--- src/rtl/psx_valu.sv ---
// Packed-SIMD vector ALU: two-stage lane pipeline feeding an in-order result FIFO
// with a valid/ready writeback port and one reserved slot for a late-issued op.
module psx_valu #(
  parameter int DEPTH = 4
) (
  input  logic        cpu_clock_i,
  input  logic        cpu_reset_ni,
  input  logic        flush_i,
  input  logic [31:0] valu_a,
  input  logic [31:0] valu_b,
  input  logic [6:0]  valu_opc,
  input  logic [4:0]  valu_rob_id,
  input  logic [5:0]  valu_dest,
  input  logic        valu_valid,
  output logic        ready_o,
  output logic [31:0] wb_data_o,
  output logic [4:0]  wb_rob_o,
  output logic [5:0]  wb_dest_o,
  output logic        wb_valid_o,
  input  logic        wb_ready_i
);

  localparam int PW = $clog2(DEPTH);
  localparam int CW = PW + 1;
  localparam int EW = 32 + 5 + 6;
  localparam logic [CW:0] LIM_READY = (CW+1)'(DEPTH - 2);
  localparam logic [CW:0] LIM_FULL  = (CW+1)'(DEPTH);

  function automatic logic [31:0] f_lane_op(input logic [2:0] opc,
                                            input logic [31:0] a,
                                            input logic [31:0] b);
    logic [31:0] r;
    logic [8:0]  s;
    r = 32'h0000_0000;
    s = 9'h000;
    case (opc)
      3'b000: for (int i = 0; i < 4; i++) r[8*i +: 8] = a[8*i +: 8] + b[8*i +: 8];
      3'b001: for (int i = 0; i < 4; i++) r[8*i +: 8] = a[8*i +: 8] - b[8*i +: 8];
      3'b010: for (int i = 0; i < 2; i++) r[16*i +: 16] = a[16*i +: 16] + b[16*i +: 16];
      3'b011: for (int i = 0; i < 2; i++) r[16*i +: 16] = a[16*i +: 16] - b[16*i +: 16];
      3'b100: begin
        for (int i = 0; i < 4; i++) begin
          s = {1'b0, a[8*i +: 8]} + {1'b0, b[8*i +: 8]};
          r[8*i +: 8] = s[8] ? 8'hFF : s[7:0];
        end
      end
      3'b101: begin
        for (int i = 0; i < 4; i++)
          r[8*i +: 8] = (a[8*i +: 8] >= b[8*i +: 8]) ? (a[8*i +: 8] - b[8*i +: 8]) : 8'h00;
      end
      3'b110: begin
        for (int i = 0; i < 4; i++)
          r[8*i +: 8] = (a[8*i +: 8] >= b[8*i +: 8]) ? a[8*i +: 8] : b[8*i +: 8];
      end
      3'b111: begin
        for (int i = 0; i < 4; i++)
          r[8*i +: 8] = (a[8*i +: 8] <= b[8*i +: 8]) ? a[8*i +: 8] : b[8*i +: 8];
      end
      default: r = 32'h0000_0000;
    endcase
    return r;
  endfunction

  logic          r_s1_valid;
  logic [31:0]   r_s1_a;
  logic [31:0]   r_s1_b;
  logic [2:0]    r_s1_opc;
  logic [4:0]    r_s1_rob;
  logic [5:0]    r_s1_dest;
  logic          r_s2_valid;
  logic [31:0]   r_s2_data;
  logic [4:0]    r_s2_rob;
  logic [5:0]    r_s2_dest;
  logic [EW-1:0] r_mem [DEPTH];
  logic [PW-1:0] r_wptr;
  logic [PW-1:0] r_rptr;
  logic [CW-1:0] r_count;

  logic [CW:0]   w_sum;
  logic          w_accept;
  logic          w_push;
  logic          w_pop;
  logic          w_unused_opc;

  // Every accepted op owns a FIFO slot from acceptance on, so the occupancy
  // sum can never exceed DEPTH and S2 never meets a full FIFO without a pop.
  assign w_sum    = {1'b0, r_count} + (CW+1)'(r_s1_valid) + (CW+1)'(r_s2_valid);
  assign w_accept = valu_valid & ~flush_i & (w_sum < LIM_FULL);
  assign w_push   = r_s2_valid & ~flush_i;
  assign w_pop    = wb_valid_o & wb_ready_i & ~flush_i;

  assign w_unused_opc = ^valu_opc[6:3];

  assign ready_o    = (w_sum <= LIM_READY);
  assign wb_valid_o = (r_count != {CW{1'b0}});
  assign {wb_data_o, wb_rob_o, wb_dest_o} = r_mem[r_rptr];

  // Control state: stage valids, FIFO pointers and occupancy.
  always_ff @(posedge cpu_clock_i or negedge cpu_reset_ni) begin
    if (!cpu_reset_ni) begin
      r_s1_valid <= 1'b0;
      r_s2_valid <= 1'b0;
      r_wptr     <= {PW{1'b0}};
      r_rptr     <= {PW{1'b0}};
      r_count    <= {CW{1'b0}};
    end else if (flush_i) begin
      r_s1_valid <= 1'b0;
      r_s2_valid <= 1'b0;
      r_wptr     <= {PW{1'b0}};
      r_rptr     <= {PW{1'b0}};
      r_count    <= {CW{1'b0}};
    end else begin
      r_s1_valid <= w_accept;
      r_s2_valid <= r_s1_valid;
      if (w_push) r_wptr <= r_wptr + PW'(1);
      if (w_pop)  r_rptr <= r_rptr + PW'(1);
      r_count <= r_count + CW'(w_push) - CW'(w_pop);
    end
  end

  // Datapath and FIFO storage carry no reset; validity lives in the control state.
  always_ff @(posedge cpu_clock_i) begin
    if (w_accept) begin
      r_s1_a    <= valu_a;
      r_s1_b    <= valu_b;
      r_s1_opc  <= valu_opc[2:0];
      r_s1_rob  <= valu_rob_id;
      r_s1_dest <= valu_dest;
    end
    r_s2_data <= f_lane_op(r_s1_opc, r_s1_a, r_s1_b);
    r_s2_rob  <= r_s1_rob;
    r_s2_dest <= r_s1_dest;
    if (w_push) r_mem[r_wptr] <= {r_s2_data, r_s2_rob, r_s2_dest};
  end

endmodule

--- config.mk ---
export PLATFORM = sky130hd
export DESIGN_NAME = psx_valu
export DESIGN_NICKNAME = d
export VERILOG_FILES = /design/src/rtl/psx_valu.sv
export SDC_FILE = /design/constraint.sdc
export NUM_CORES = 1
export LEC_CHECK = 0
export ABC_AREA = 1
export ABC_CLOCK_PERIOD_IN_PS = 4800
export CORE_MARGIN = 5
export CORE_UTILIZATION = 54
export CTS_CLUSTER_DIAMETER = 50
export DETAILED_ROUTE_END_ITERATION = 8
export PLACE_DENSITY = 0.75
export SYNTH_ARGS = -nofsm -noshare
export SYNTH_HDL_FRONTEND = slang
export SYNTH_SLANG_ARGS = --single-unit
--- constraint.sdc ---
create_clock -name cpu_clock_i -period 4.8 [get_ports cpu_clock_i]
set_clock_uncertainty 0.2 [all_clocks]
set_input_delay 0.48 -clock cpu_clock_i [delete_from_list [all_inputs] [get_ports cpu_clock_i]]
set_output_delay 0.48 -clock cpu_clock_i [all_outputs]
set_load 0.03 [all_outputs]
==> results_dict.tcl <==
set metrics [dict create \
    status "completed" \
    cts_tree "yes" \
    yosysSeqAreaShare_pct 47.9 \
    drive_above_1_share_pct 5.59 \
    grt_overflow 0 \
    dieArea_um2 37000 \
    yosys.area.top_type "edfxtp_1" \
    grt_max_degree 87 \
    cts_resized 0 \
    syn2layout_area_growth_pct 15.5 \
    cp-start-kind "flop" \
    vias_per_cell 5.58 \
    synth_cell_types 50 \
    std_cell_rows 66 \
    holdBufCountCts 0 \
    reg2reg_depth 18 \
    use_met1_pct 33.6 \
    place.gp.congestion 0.961 \
    clockBufferDepth 3 \
    yosysWarnings 0 \
    required_ns 4.93 \
    syn-cell-area_um2 17900 \
    utilization_pct 63.4 \
    synthTopCellsByArea "edfxtp_1 42%, nand2_1 9.5%, ha_1 7.1%" \
    grt_use_met3_pct 4.14 \
    crit_path_start "r_s1_b[17]" \
    fmax_mhz 264 \
    grt_pass1_vias 14100 \
    period_minus_slack_ns 3.79 \
    r2r-start "r_s1_b[17]" \
    vias 14900 \
    synthArstFlopShare_pct 2.98 \
    synth_edf_count 250 \
    cts_post_setup_buffers_inserted 0 \
    drt_iter0_drc 1159 \
    tns_ns 0 \
    die_w_um 192 \
    grt_pass1_wl_mm 72.6 \
    track_usage_pct 24.6 \
    htreeDepth 2 \
    cpMaxStageDelayCell "edfxtp_1" \
    core_area_um2 32700 \
    synth_top_cell_area_share_pct 41.8 \
    clk_pin_slew_ns 0.06 \
    antenna_found_initial 1 \
    use_met2_pct 40.3 \
    ys_ff_latch 302 \
    path_class "flop to flop" \
    tightest_slew_ns 1.13 \
    drtAntennaViolNets 0 \
    port_buffers 127 \
    setup_viol 0 \
    arrival_ns 3.92 \
    hold_violations 0 \
    drtPass1Iterations 8 \
    rsz0062_at_grt "false" \
    worst-path-max-fanout 7 \
    power.leakage_nw 8.99 \
    hold_path.class "primary input to asynchronous set/reset pin" \
    synth_nets 2293 \
    syn_area_per_cell_um2 8.58 \
    slew-limit-headroom_pct 24.5 \
    cts_buffers 36 \
    die_h_um 192 \
    clk_latency_ns 0.53 \
    p_per_area_nw_per_um2 396 \
    slew_violations 0 \
    cap_violations 0 \
    crit_chain "inv_1 > ha_1 > inv_1 > nor2_1 > nand3_1 > nor3_1 > nand2_1 > o21ai_0 > xor2_1 > ha_1 > inv_1 > o21bai_1 > a21boi_0 > nand2_1 > a21oi_1 > nand2_1 > nand3_1 > nand3_1" \
    dpl.hpwl_mm 33.2 \
    fin_nets 2409 \
    cts_sinks 302 \
    synth_flop_cell "edfxtp_1" \
    finalWirelength_mm 45.9 \
    routedWlPerCell_um 17.1 \
    n_antenna_cell 0 \
    grt.busiest_layer "met2" \
    io_pins 132 \
    r2r-end "r_s2_data[31]" \
    ir_worst_vdd_uv 285 \
    end_kind "flop" \
    start_util_pct 54.9 \
    ff2ff_setup_slack_ns 1.01 \
    period_share_pct 78.9 \
    synth_cells 2092 \
    slowest_delay_ns 0.45 \
    drc_errors 0 \
    crit_path_end "r_s2_data[31]" \
    cts-root-buf "clkbuf_16" \
]
layout by cell type, fill, tap and decap left out, drive strengths merged:
| cell | n |
|---|---|
| dfrtp | 9 |
| o22ai | 44 |
| nor3 | 17 |
| fa | 12 |
| a21o | 2 |
| ha | 102 |
| dfxtp | 43 |
| and3 | 2 |
| a21boi | 1 |
| clkdlybuf4s50 | 127 |
| xnor2 | 3 |
| nand2 | 470 |
| a21oi | 78 |
| o211ai | 3 |
| clkbuf | 47 |
| nand3 | 237 |
| o31ai | 3 |
| o21bai | 7 |
| o31a | 1 |
| a31oi | 2 |
| a22oi | 1 |
| or2 | 6 |
| inv | 257 |
| nand4 | 44 |
| o21ai | 154 |
| nand3b | 11 |
| buf | 14 |
| clkinvlp | 4 |
| clkinv | 9 |
| and2 | 3 |
| o21a | 3 |
| xor2 | 43 |
| nor2 | 224 |
| nand2b | 2 |
| edfxtp | 250 |
metrics by stage:
stage / power (mW) / cell area (um2) / hold WS (ns) / setup WS [ns] / std cells
after global routing: 8.63 / 20700 / 0.0880 / 0.693 / 2677
after floorplan: 4.86 / 17900 / -0.0156 / 0.929 / 2092
after global placement: 5.58 / 19600 / 0.128 / 1.20 / 2612
final: 8.20 / 20700 / 0.0656 / 1.01 / 2677
after CTS: 8.24 / 20700 / 0.0565 / 1.07 / 2677
after detailed placement: 5.63 / 19600 / 0.128 / 1.13 / 2612
sequential cells by signal (all words and copies together) (netlist names):
name and count:
r_s1_a 32, r_mem 172, r_wptr 2, r_s1_valid 1, r_s2_rob 5, r_rptr 2
r_s2_dest 6, r_count 3, r_s1_b 32, r_s1_rob 5, r_s2_valid 1, r_s2_data 32
r_s1_opc 3, r_s1_dest 6
final cells by class:
type	count	area [um2]
tap	442	553
sequential	302	8590
clock buffer	47	1020
multi-input combinational	1475	8100
clock inverter	18	145
fill	2733	12000
inverter	252	948
timing repair buffer	141	1380
routing by layer:
| metal | part of all wire [%] | vias up |
|---|---|---|
| li1 | - | 7317 |
| met1 | 43 | 6916 |
| met2 | 46 | 602 |
| met3 | 7.7 | 111 |
| met4 | 2.9 | 0 |
| met5 | 0 | - |
cell families (layout without fill, tap and decap cells):
kind of cell               after synthesis  count (layout)  share of synthesized area (%)
and+or+nand+nor                       1016            1016                           25.0
buffers and inverters                  315             458                           7.23
DFF                                    302             302                           47.9
AOI/OAI and AO/OA                      299             299                           9.21
adders and majority gates              114             114                           8.45
xor gates and xnor gates                46              46                           2.25
worst max-delay path, delay by kind of cell, from the launching register on:
| kind | cells | cell delay (ns) |
|---|---|---|
| flip-flops | 1 | 0.45 |
| adder cells (fa/ha/maj) | 2 | 0.52 |
| AND/OR/NAND/NOR | 8 | 1.19 |
| XOR/XNOR | 1 | 0.18 |
| AO/OA/AOI/OAI | 4 | 0.66 |
| buffers and inverters | 3 | 0.40 |
synthesized netlist by cell type (17+ instances only):
cell type	n
clkbuf_1	29
o21ai_0	147
nor2_1	219
edfxtp_1	250
nand3_1	232
a21oi_1	73
buf_2	17
nand2_1	456
nand4_1	44
ha_1	102
o22ai_1	44
inv_1	244
dfxtp_1	43
xor2_1	43
power by group:
group	internal, mW	switching, mW	total (mW)
Combinational	0.776	1.48	2.26
Clock	1.52	1.07	2.60
Sequential	3.15	0.192	3.35
worst min-delay path by stage:
stage | from | end | slack (ns)
after global placement | r_s1_rob[0] | r_s2_rob[0] | 0.13
after floorplan | cpu_reset_ni | r_count[0] | -0.02
after detailed placement | r_s1_dest[1] | r_s2_dest[1] | 0.13
after global routing | cpu_reset_ni | r_count[1] | 0.09
final | cpu_reset_ni | r_count[1] | 0.07
after CTS | cpu_reset_ni | r_count[1] | 0.06
No activity file was read; power rests on OpenSTA's default activity.
